**src/rtl/hex_entry_pkg.sv**
```systemverilog
// Shared types and field positions for the two-digit hex entry block.
package hex_entry_pkg;

   typedef enum logic [1:0] {
      EMPTY   = 2'd0,
      HAVE_HI = 2'd1,
      HAVE_LO = 2'd2,
      FULL    = 2'd3
   } entry_state_t;

   localparam logic KEY_PRESSED = 1'b0;

   localparam int HI_MSB = 9;
   localparam int HI_LSB = 6;
   localparam int LO_MSB = 5;
   localparam int LO_LSB = 2;

endpackage

```
**src/rtl/key_debounce.sv**
```systemverilog
// Per-key synchronizer, debouncer and press-event detector.
// HEX_ENTRY_DEBOUNCE_EN selects full debounce; otherwise a plain synced edge.
module key_debounce
   import hex_entry_pkg::*;
#(
   parameter int DEBOUNCE_CYCLES = 500000
) (
   input  logic clk,
   input  logic reset,
   input  logic key_n,
   output logic press
);

   localparam int CW = $clog2(DEBOUNCE_CYCLES);

`ifdef HEX_ENTRY_DEBOUNCE_EN
   localparam logic [CW-1:0] LIMIT = CW'(DEBOUNCE_CYCLES - 1);
`else
   localparam logic [CW-1:0] LIMIT = '0;
`endif

   logic [1:0]    sync_q, sync_d;
   logic          stable_q, stable_d;
   logic [CW-1:0] cnt_q, cnt_d;
   logic          armed_q, armed_d;
   logic          press_d;

   always_comb begin
      sync_d   = {sync_q[0], key_n};
      stable_d = stable_q;
      cnt_d    = '0;
      if (sync_q[1] != stable_q) begin
         if (cnt_q == LIMIT) begin
            stable_d = sync_q[1];
         end else begin
            cnt_d = cnt_q + CW'(1);
         end
      end
      // a key held through reset stays silent until it is seen released
      armed_d = armed_q | (sync_q[1] != KEY_PRESSED);
      press_d = armed_q
              & (stable_q != KEY_PRESSED)
              & (stable_d == KEY_PRESSED);
   end

   always_ff @(posedge clk) begin
      sync_q <= sync_d;
   end

   always_ff @(posedge clk) begin
      if (reset) begin
         stable_q <= ~KEY_PRESSED;
         cnt_q    <= '0;
         armed_q  <= 1'b0;
      end else begin
         stable_q <= stable_d;
         cnt_q    <= cnt_d;
         armed_q  <= armed_d;
      end
   end

   assign press = press_d;

endmodule

```
**src/rtl/hex_digit_entry.sv**
```systemverilog
// Two-digit hex entry from SW/KEY with per-digit valid and pair-ready pulse.
// Debounce is enabled by defining HEX_ENTRY_DEBOUNCE_EN.
module hex_digit_entry
   import hex_entry_pkg::*;
#(
   parameter int DEBOUNCE_CYCLES = 500000
) (
   input  logic       CLOCK_50,
   input  logic       reset,
   input  logic [9:2] SW,
   input  logic [1:0] KEY,
   output logic [3:0] digit_hi,
   output logic [3:0] digit_lo,
   output logic       hi_valid,
   output logic       lo_valid,
   output logic       pair_ready
);

   logic hi_ev;
   logic lo_ev;

   key_debounce #(.DEBOUNCE_CYCLES(DEBOUNCE_CYCLES)) u_key_hi (
      .clk   (CLOCK_50),
      .reset (reset),
      .key_n (KEY[1]),
      .press (hi_ev)
   );

   key_debounce #(.DEBOUNCE_CYCLES(DEBOUNCE_CYCLES)) u_key_lo (
      .clk   (CLOCK_50),
      .reset (reset),
      .key_n (KEY[0]),
      .press (lo_ev)
   );

   entry_state_t state_q, state_d;
   logic [3:0]   digit_hi_q, digit_hi_d;
   logic [3:0]   digit_lo_q, digit_lo_d;
   logic         hi_valid_q, hi_valid_d;
   logic         lo_valid_q, lo_valid_d;
   logic         pair_ready_q, pair_ready_d;

   always_comb begin
      state_d = state_q;
      unique case (state_q)
         EMPTY: begin
            if (hi_ev && lo_ev) state_d = FULL;
            else if (hi_ev)     state_d = HAVE_HI;
            else if (lo_ev)     state_d = HAVE_LO;
         end
         HAVE_HI: if (lo_ev) state_d = FULL;
         HAVE_LO: if (hi_ev) state_d = FULL;
         FULL:    state_d = FULL;
      endcase

      digit_hi_d   = hi_ev ? SW[HI_MSB:HI_LSB] : digit_hi_q;
      digit_lo_d   = lo_ev ? SW[LO_MSB:LO_LSB] : digit_lo_q;
      hi_valid_d   = (state_d == HAVE_HI) || (state_d == FULL);
      lo_valid_d   = (state_d == HAVE_LO) || (state_d == FULL);
      // every load that leaves us in FULL, reloads included, re-announces the pair
      pair_ready_d = (hi_ev || lo_ev) && (state_d == FULL);
   end

   always_ff @(posedge CLOCK_50) begin
      if (reset) begin
         state_q      <= EMPTY;
         digit_hi_q   <= '0;
         digit_lo_q   <= '0;
         hi_valid_q   <= 1'b0;
         lo_valid_q   <= 1'b0;
         pair_ready_q <= 1'b0;
      end else begin
         state_q      <= state_d;
         digit_hi_q   <= digit_hi_d;
         digit_lo_q   <= digit_lo_d;
         hi_valid_q   <= hi_valid_d;
         lo_valid_q   <= lo_valid_d;
         pair_ready_q <= pair_ready_d;
      end
   end

   assign digit_hi   = digit_hi_q;
   assign digit_lo   = digit_lo_q;
   assign hi_valid   = hi_valid_q;
   assign lo_valid   = lo_valid_q;
   assign pair_ready = pair_ready_q;

endmodule

```
**config.mk**
```make
export PLATFORM = sky130hd
export DESIGN_NAME = hex_digit_entry
export DESIGN_NICKNAME = d
export VERILOG_FILES = /design/src/rtl/hex_entry_pkg.sv /design/src/rtl/key_debounce.sv /design/src/rtl/hex_digit_entry.sv
export SDC_FILE = /design/constraint.sdc
export NUM_CORES = 1
export LEC_CHECK = 0
export BUFFER_PORTS_ARGS = -buffer_cell sky130_fd_sc_hd__clkbuf_2
export CAP_MARGIN = 20
export CORE_MARGIN = 2
export CORE_UTILIZATION = 55
export DETAILED_ROUTE_END_ITERATION = 16
export HOLD_SLACK_MARGIN = 0.03
export PLACE_DENSITY_LB_ADDON = 0.05
export SYNTH_ARGS = -nofsm -noshare
export SYNTH_HDL_FRONTEND = slang
export SYNTH_SLANG_ARGS = --single-unit
```
**constraint.sdc**
```tcl
create_clock -name CLOCK_50 -period 2.75 [get_ports CLOCK_50]
set_input_delay 0.55 -clock CLOCK_50 [delete_from_list [all_inputs] [get_ports CLOCK_50]]
set_output_delay 0.55 -clock CLOCK_50 [all_outputs]
set_load 0.01 [all_outputs]
```
==> Yosys cells after proc, flatten, opt, wreduce, memory -nomap -nowiden <==
Cells that the tools add are included.
W data, S select, Z words.
{ "word_totals": {"input_bits": 12, "wordCells": 54, "reg_bits": 59} }
{ "classes": {"bitwise": 10, "reduce_logical": 10, "n_mux": 10, "n_eq_ne": 8, "add_sub_neg": 2} }
{ "ops": {"columns": ["cell", "n"], "rows": [
  ["$add A19 B1 Y19 const B", 2],
  ["$logic_not A19 Y1", 2],
  ["$mux W2", 5],
  ["$eq A2 B2 Y1 const B", 4],
  ["$pmux W2 S4", 1],
  ["$reduce_or A3 Y1", 2],
  ["$and A1 B1 Y1", 4],
  ["$eq A2 B1 Y1 const B", 2],
  ["$mux W1", 4],
  ["$not A1 Y1", 4],
  ["$logic_or A1 B1 Y1", 3],
  ["$logic_and A1 B1 Y1", 2],
  ["$logic_not A2 Y1", 1],
  ["$ne A1 B1 Y1", 2],
  ["$or A1 B1 Y1", 2]
]} }

==> Logic depth before layout (Yosys ltp) <==
Gate-level depths: netlist of run 1.
{ "depth": {"ltp_word": 11, "depth_mapped": 9, "mapped_depth_nobuf": 7} }

==> Modules after synthesis <==
A second synthesis of run 1 with hierarchy kept.
{ "hier_totals": {"cells_unflattened": 267, "hier_area_um2": 2437.3} }
{ "by_module_without_submodules": {"columns": ["mod", "area_per_inst_um2", "cells_each", "instances", "seq_area_each_um2"], "rows": [
  ["key_debounce", 1013.5, 114, 2, 460.4],
  ["hex_digit_entry", 410.4, 39, 1, 240.2]
]} }

==> Worst setup path after synthesis of run 1 <==
No wires, ideal clock.
{ "synth_path": {"path_type": "register to register", "start": "reg u_key_lo.cnt_q[0]", "end": "reg digit_lo_q[0], in the netlist digit_lo[0]", "setup_slack_ps": 1062, "t_required_ps": 2622, "period_less_slack_ps": 1688, "setup_ps": 128, "arrival_time_ps": 1560, "stages_incl_launch_ff": 8, "n_path_buf": 0, "cell_sequence": "dfxtp_1 > inv_1 > ha_1 > nor4b_1 > nand2_1 > nor4_4 > mux2i_1 > nor2_1"} }
{ "synth_between": {"elab_chain_len": 5} }
{ "synth_rtl": {"columns": ["item", "line_no", "source"], "rows": [
  ["from (decl)", "key_debounce.sv:24", "logic [CW-1:0] cnt_q, cnt_d;"],
  ["from (signal assigned)", "key_debounce.sv:57", "cnt_q <= cnt_d;"],
  ["$logic_not A19 Y1", "key_debounce.sv:33", "if (cnt_q == LIMIT) begin"],
  ["$mux W1", "key_debounce.sv:33", null],
  ["$mux W1", "key_debounce.sv:32", "if (sync_q[1] != stable_q) begin"],
  ["$not A1 Y1", "key_debounce.sv:43", "& (stable_d == KEY_PRESSED);"],
  ["$and A1 B1 Y1", "key_debounce.sv:43", null],
  ["to (signal assigned)", "hex_digit_entry.sv:75", "digit_lo_q <= digit_lo_d;"],
  ["to (decl)", "hex_digit_entry.sv:38", "logic [3:0] digit_lo_q, digit_lo_d;"]
]} }
Every way passes these cells.
A chain may end at the register's enable or synchronous reset.

==> Worst setup path after layout of run 1 <==
{ "layout_path": {"start": "reg u_key_lo.cnt_q[0]", "end": "reg u_key_lo.cnt_q[10]"} }
{ "layout_between": {"elab_chain_len": 2, "elab_cells_between_ends": 3, "classes_between": "add/sub: 1; reduce/logical: 2"} }
{ "layout_rtl": {"columns": ["item"], "rows": [
  ["branches (longest 2 deep; another with $add A19 B1 Y19)"]
]} }
Several ways; the timed one is not identified.

==> reports/results.ini, run 1 <==
[run_status]
outcome = complete, no violations

[worst_setup_path]
crit_buf_inv = 1
worstSetupPathType = reg -> reg
cp_cell_sequence = inv_1 -> ha_1 -> nor4b_1 -> nand2_1 -> nor3_1 -> or3_1 -> nor2_1
cp.depth = 7
critPathMaxStageDelay_ns = 0.58
timing.critical_path.max_delay_family = simple AND/OR/NAND/NOR gates
critPathLaunchType = flop
worst-path-max-fanout = 19
cp.required_ns = 2.94
r2r.worst_path.cells = 7
cp-end-kind = flop
slowest_stage = or3_1
arrival_ns = 2.28

[drt]
wl_per_cell_um = 12.1
finalWirelength_um = 4160
viasPerCell = 5.23
antenna_left = 0
drc = 0
drt_first_pass_iters = 5
drt_iter0_drc = 87
vias = 1799

[placement]
dp_slack_ns = 0.682
placed_area_mm2 = 0.00251
io_buffers = 22
dpl.hpwl_um = 2800
gp_congestion = 0.817
placedCellCount = 328

[layout]
final_cells = 344
fin_area_mm2 = 0.00272
layout-drive-gt1-share = 0.139
area_growth_pct = 14.9
fillerInstances = 348
most-common-layout-cells = nor2_1 (66), dfxtp_1 (58), xor2_1 (23), clkbuf_2 (22), nand2_1 (20)
fin_util = 0.667
antenna_cells = 0
layout_commonest_cell = nor2_1
final_nets = 305

[clock_tree]
cts.path.max_buffers = 2
clock-root-buffer = clkbuf_8
cts_hold_buffers = 0
htree_num_levels = 3
cts_resized = 0
clock_latency_ns = 0.33
clkSinkCount = 58
clkTransAtPathRegs_ns = 0.06
cts_setup_buffers = 0
cts_buffers = 9
cts_tree = yes

[grt]
grt_pass1_wl_um = 7260
grt.overflow.total = 0
grt_pass1_vias = 1668
grt_max_degree = 20
track_usage = 0.186
antenna_found_initial = 0

[timing]
timing.final.crit_share = 0.762
slew_headroom = 0.470
rsz0062_at_grt = false
fmax_mhz = 477
setup_viol = 0
fin_ws_ns = 0.654
slew_viol_final = 0
period_needed_ns = 2.10
hold_viol = 0
fin_setup_tns_ns = 0
clock_skew_ns = 0.00693
worst_pin_slew_ns = 0.788

[die]
die_h_um = 69.7
die_w_um = 69.7
die-area_mm2 = 0.00485
fp-row-count = 23
ios = 23
coreArea_mm2 = 0.00409
start_util = 0.580

[pwr]
peakVddDrop_mv = 0.502
sequentialPowerShare = 0.496
combPwrFrac = 0.026
clockPowerShare = 0.478
p_int_w = 0.00140
p_leak_nw = 0.999
p_switching_w = 0.000345
power_density_mw_per_mm2 = 639
switching_share = 0.198

[yosys]
avgSynthCellArea_um2 = 9.05
syn_area_mm2 = 0.00237
synth_cell_types = 29
ys_seq_elements = 58
ys_top_cells_by_area = dfxtp_1 (49%), nor2_1 (10%), xor2_1 (8.5%), xnor2_1 (4.8%), mux2i_1 (3.8%)
synthDominantCellAreaShare = 0.490
yosys_warnings = 0
synth_nets = 278
seq_area_frac_synth = 0.490
synth_area_leader_cell = dfxtp_1
synthCells = 262

[min_path]
holdPathStages = 1
min_path_type = in -> reg

[flow_run]
cap_violations = 0

==> sequential cells by signal, summed over array words and instances, names as in the netlist <==
| register | flops |
|---|---|
| digit_hi | 4 |
| digit_lo | 4 |
| hi_valid | 1 |
| lo_valid | 1 |
| pair_ready | 1 |
| state_q | 1 |
| u_key_hi.armed_q | 1 |
| u_key_hi.cnt_q | 19 |
| u_key_hi.stable_q | 1 |
| u_key_hi.sync_q | 2 |
| u_key_lo.armed_q | 1 |
| u_key_lo.cnt_q | 19 |
| u_key_lo.stable_q | 1 |
| u_key_lo.sync_q | 2 |
==> metrics by stage <==
step	power, W	hold WS (ns)
after global routing	0.00180	0.308
after floorplan	0.000909	0.310
after CTS	0.00176	0.310
after detailed placement	0.000928	0.315
final	0.00174	0.319
after global placement	0.000927	0.315
==> final timing paths <==
path / slack [ns] / to / from
hold reg to reg: 0.33 / u_key_hi.sync_q[1]$_DFF_P_ / u_key_hi.sync_q[0]$_DFF_P_
setup / recovery: 0.65 / u_key_lo.cnt_q[10]$_SDFF_PP0_ / u_key_lo.cnt_q[0]$_SDFF_PP0_
hold / removal: 0.32 / u_key_lo.sync_q[0]$_DFF_P_ / KEY[0]
setup reg to reg: 0.65 / u_key_lo.cnt_q[10]$_SDFF_PP0_ / u_key_lo.cnt_q[0]$_SDFF_PP0_
==> power by group through the flow <==
stage / Clock, W / Combinational (W) / Sequential (W)
2_1_floorplan: 0 / 0.0000254 / 0.000884
3_3_place_gp: 0 / 0.0000454 / 0.000881
3_5_place_dp: 0 / 0.0000464 / 0.000882
4_1_cts: 0.000845 / 0.0000465 / 0.000863
5_1_grt: 0.000887 / 0.0000505 / 0.000864
6_report: 0.000833 / 0.0000455 / 0.000863
==> cell families after synthesis <==
kind of cell	synth area share
and+or+nand+nor	0.284
xor gates and xnor gates	0.133
muxes	0.0380
AOI/OAI and AO/OA	0.00633
DFF	0.490
adders and majority gates	0.0211
buffers and inverters	0.0280
==> Yosys cell counts, drive strengths merged <==
library cell / number
nor4: 10
nand2b: 1
nand2: 20
nand3b: 2
xor2: 23
clkbuf: 2
nor3: 5
a21oi: 1
ha: 4
xnor2: 13
and3: 3
nand4: 8
and2: 1
and4: 2
mux2i: 9
o21ai: 2
nand3: 15
or4: 1
or3: 2
nor4b: 2
nor2: 66
buf: 4
inv: 8
dfxtp: 58
==> worst register-to-register path: cells and delay by family, from the launching register on <==
kind          cells  cell delay (ns)
fa+ha+maj         1             0.13
simple gates      5             1.43
flops             1             0.33
buf+inv           1             0.06
==> layer usage <==
layer | vias to the layer above | routed length, µm | global-route usage
li1 | 924 | - | -
met1 | 829 | 2190 | 0.246
met2 | 38 | 1740 | 0.282
met3 | 8 | 168 | 0.0494
met4 | 0 | 64 | 0.0897
met5 | - | 0 | 0
==> final cells by class <==
class / instances / area (µm²) / area share
clock inverters: 1 / 30.0 / 0.0110
well taps: 50 / 62.6 / 0.0230
clock buffers: 15 / 186 / 0.0684
multi-input cells: 190 / 1140 / 0.420
inverters: 8 / 30.0 / 0.0110
flip-flops and latches: 58 / 1160 / 0.426
repair buffers: 22 / 110 / 0.0404
Power figures use the tool's default switching activity.
==> run 2, diff against run 1 <==
==> constraint.sdc (replaced) <==
create_clock -name CLOCK_50 -period 2 [get_ports CLOCK_50]
set_input_delay 0.4 -clock CLOCK_50 [delete_from_list [all_inputs] [get_ports CLOCK_50]]
set_output_delay 0.4 -clock CLOCK_50 [all_outputs]
set_load 0.01 [all_outputs]
==> run 2 against run 1 <==
Wire length is 4.7% higher. Cell area is 3.6% higher. Die area stayed put. Critical path depth is 3 lower. Combinational power is 45% higher. Critical endpoint is now digit_lo[2]$_SDFFE_PP0P_.
==> reports/results.ini, run 2 (synthesized netlist as in run 1, its figures left out) <==
[worst_setup_path]
worstSetupEndpoint = digit_lo[2]$_SDFFE_PP0P_  ; was u_key_lo.cnt_q[10]$_SDFF_PP0_
cp.depth = 4  ; was 7
critPathMaxStageDelay_ns = 0.59  ; was 0.58 ns
r2r_slack_ns = 0.15  ; was 0.65 ns
worstSetupPathType = reg -> reg  ; unchanged
slowest_stage = or4_4  ; was or3_1
r2r-end = digit_lo[2]$_SDFFE_PP0P_  ; was u_key_lo.cnt_q[10]$_SDFF_PP0_
cp.required_ns = 2.23  ; was 2.94 ns
cp_cell_sequence = or4_4 -> nor4_4 -> mux2i_1 -> nor2_1  ; was inv_1 -> ha_1 -> nor4b_1 -> nand2_1 -> nor3_1 -> or3_1 -> nor2_1
cp-startpoint = u_key_lo.cnt_q[8]$_SDFF_PP0_  ; was u_key_lo.cnt_q[0]$_SDFF_PP0_
timing.critical_path.max_delay_family = simple AND/OR/NAND/NOR gates  ; unchanged
cp-end-kind = flop  ; unchanged
critPathLaunchType = flop  ; unchanged
rr_startpoint = u_key_lo.cnt_q[8]$_SDFF_PP0_  ; was u_key_lo.cnt_q[0]$_SDFF_PP0_
arrival_ns = 2.08  ; was 2.28 ns
crit_buf_inv = 0  ; was 1
worst-path-max-fanout = 6  ; was 19
r2r.worst_path.cells = 4  ; was 7

[clock_tree]
cts.path.max_buffers = 2  ; unchanged
cts_hold_buffers = 0  ; unchanged
htree_num_levels = 3  ; unchanged
clkTransAtPathRegs_ns = 0.07  ; was 0.06 ns
cts_resized = 0  ; unchanged
clock-root-buffer = clkbuf_8  ; unchanged
clock_latency_ns = 0.33  ; about the same
cts_tree = yes  ; unchanged
cts_setup_buffers = 0  ; unchanged
cts_buffers = 9  ; unchanged
clkSinkCount = 58  ; unchanged

[timing]
fmax_mhz = 541  ; was 477 MHz
hold_viol = 0  ; unchanged
timing.final.crit_share = 0.924  ; was 0.762
fin_setup_tns_ns = 0  ; unchanged
worst_pin_slew_ns = 0.492  ; was 0.788 ns
period_needed_ns = 1.85  ; was 2.10 ns
slew_viol_final = 0  ; unchanged
rsz0062_at_grt = false  ; unchanged
clock_skew_ns = 0.00539  ; was 0.00693 ns
setup_viol = 0  ; unchanged
slew_headroom = 0.669  ; was 0.470

[drt]
drt_iter0_drc = 96  ; was 87
finalWirelength_um = 4360  ; was 4160 µm
viasPerCell = 5.13  ; was 5.23
wl_per_cell_um = 12.5  ; was 12.1 µm
drt_first_pass_iters = 4  ; was 5
drc = 0  ; unchanged
antenna_left = 0  ; unchanged
vias = 1796  ; was 1799

[layout]
fillerInstances = 346  ; was 348
most-common-layout-cells = nor2_1 (66), dfxtp_1 (58), xor2_1 (23), clkbuf_2 (22), nand2_1 (20)  ; unchanged
layout_commonest_cell = nor2_1  ; unchanged
top_regs = u_key_hi.cnt_q: 19 flops, u_key_lo.cnt_q: 19 flops  ; unchanged
area_growth_pct = 19.1  ; was 14.9%
antenna_cells = 0  ; unchanged
layout-drive-gt1-share = 0.167  ; was 0.139
final_nets = 311  ; was 305
fin_area_mm2 = 0.00282  ; was 0.00272 mm²

[grt]
antenna_found_initial = 0  ; unchanged
grt_max_degree = 20  ; unchanged
grt.overflow.total = 0  ; unchanged
track_usage = 0.202  ; was 0.186
grt_pass1_vias = 1733  ; was 1668
grt_pass1_wl_um = 7720  ; was 7260 µm

[flow_run]
cap_violations = 0  ; unchanged

[die]
die_h_um = 69.7  ; unchanged
die_w_um = 69.7  ; unchanged
fp-row-count = 23  ; unchanged
ios = 23  ; unchanged
coreArea_mm2 = 0.00409  ; unchanged
die-area_mm2 = 0.00485  ; unchanged
start_util = 0.580  ; unchanged

[placement]
placed_area_mm2 = 0.00256  ; was 0.00251 mm²
gp_congestion = 0.774  ; was 0.817
io_buffers = 22  ; unchanged
dpl.hpwl_um = 2900  ; was 2800 µm

[pwr]
p_leak_nw = 1.05  ; was 0.999 nW
peakVddDrop_mv = 0.643  ; was 0.502 mV
power_density_mw_per_mm2 = 916  ; was 639 mW/mm²
power_w = 0.00259  ; was 0.00174 W

[min_path]
min_path_type = in -> reg  ; unchanged

[run_status]
outcome = complete, no violations  ; unchanged

==> run 2: changes by cell type in the layout (fill, tap and decap cells not counted), sizes merged <==
| cell | before | now |
|---|---|---|
| buf | 0 | 6 |
| bufinv | 1 | 3 |
| clkinv | 0 | 1 |
| clkinvlp | 0 | 2 |
| clkbuf | 37 | 32 |
==> run 2: final cells by class <==
| cell class | instances | area, µm² | share of cell area |
|---|---|---|---|
| clock buffer | 10 | 138 | 0.0488 |
| clock inverter | 6 | 114 | 0.0403 |
| inverter | 8 | 30.0 | 0.0106 |
| multi-input combinational | 190 | 1150 | 0.407 |
| sequential | 58 | 1160 | 0.411 |
| tap | 50 | 62.6 | 0.0222 |
| timing repair buffer | 28 | 168 | 0.0594 |
==> run 2: through the flow <==
step           instances  hold slack (ns)  setup WS (ns)  utilization
2_1_floorplan        262            0.310          0.312            -
3_5_place_dp         334            0.312          0.141        0.628
3_3_place_gp         334            0.311          0.193        0.628
6_report             350            0.164          0.152        0.691
5_1_grt              350            0.139         0.0459        0.691
4_1_cts              350            0.150          0.122        0.689
==> run 2: where the power goes <==
group	leakage (nW)	internal (W)	switching (W)
Clock	0.119	0.000863	0.000472
Combinational	0.456	0.0000339	0.0000318
Sequential	0.471	0.00117	0.0000115
Total	1.05	0.00207	0.000515
==> run 2: routing by layer <==
metal  GRT usage  wire, µm
met1       0.266      2210
met5           0         0
met2       0.297      1870
met4       0.115        91
met3      0.0567       186
==> run 2: worst register-to-register path: stages, from the launching register on <==
cell	delay, ns
dfxtp_1	0.36
or4_4	0.59
nor4_4	0.50
mux2i_1	0.24
nor2_1	0.05
==> run 2: how the worst min path moves through the flow <==
stage                     depth (start not counted)  slack, ns                       start                    endpoint
after global placement                            0       0.31  u_key_hi.sync_q[0]$_DFF_P_  u_key_hi.sync_q[1]$_DFF_P_
after global routing                              1       0.14                      KEY[0]  u_key_lo.sync_q[0]$_DFF_P_
after floorplan                                   0       0.31  u_key_hi.sync_q[0]$_DFF_P_  u_key_hi.sync_q[1]$_DFF_P_
after detailed placement                          0       0.31  u_key_hi.sync_q[0]$_DFF_P_  u_key_hi.sync_q[1]$_DFF_P_
after CTS                                         1       0.15                      KEY[0]  u_key_lo.sync_q[0]$_DFF_P_
final                                             1       0.16                      KEY[0]  u_key_lo.sync_q[0]$_DFF_P_
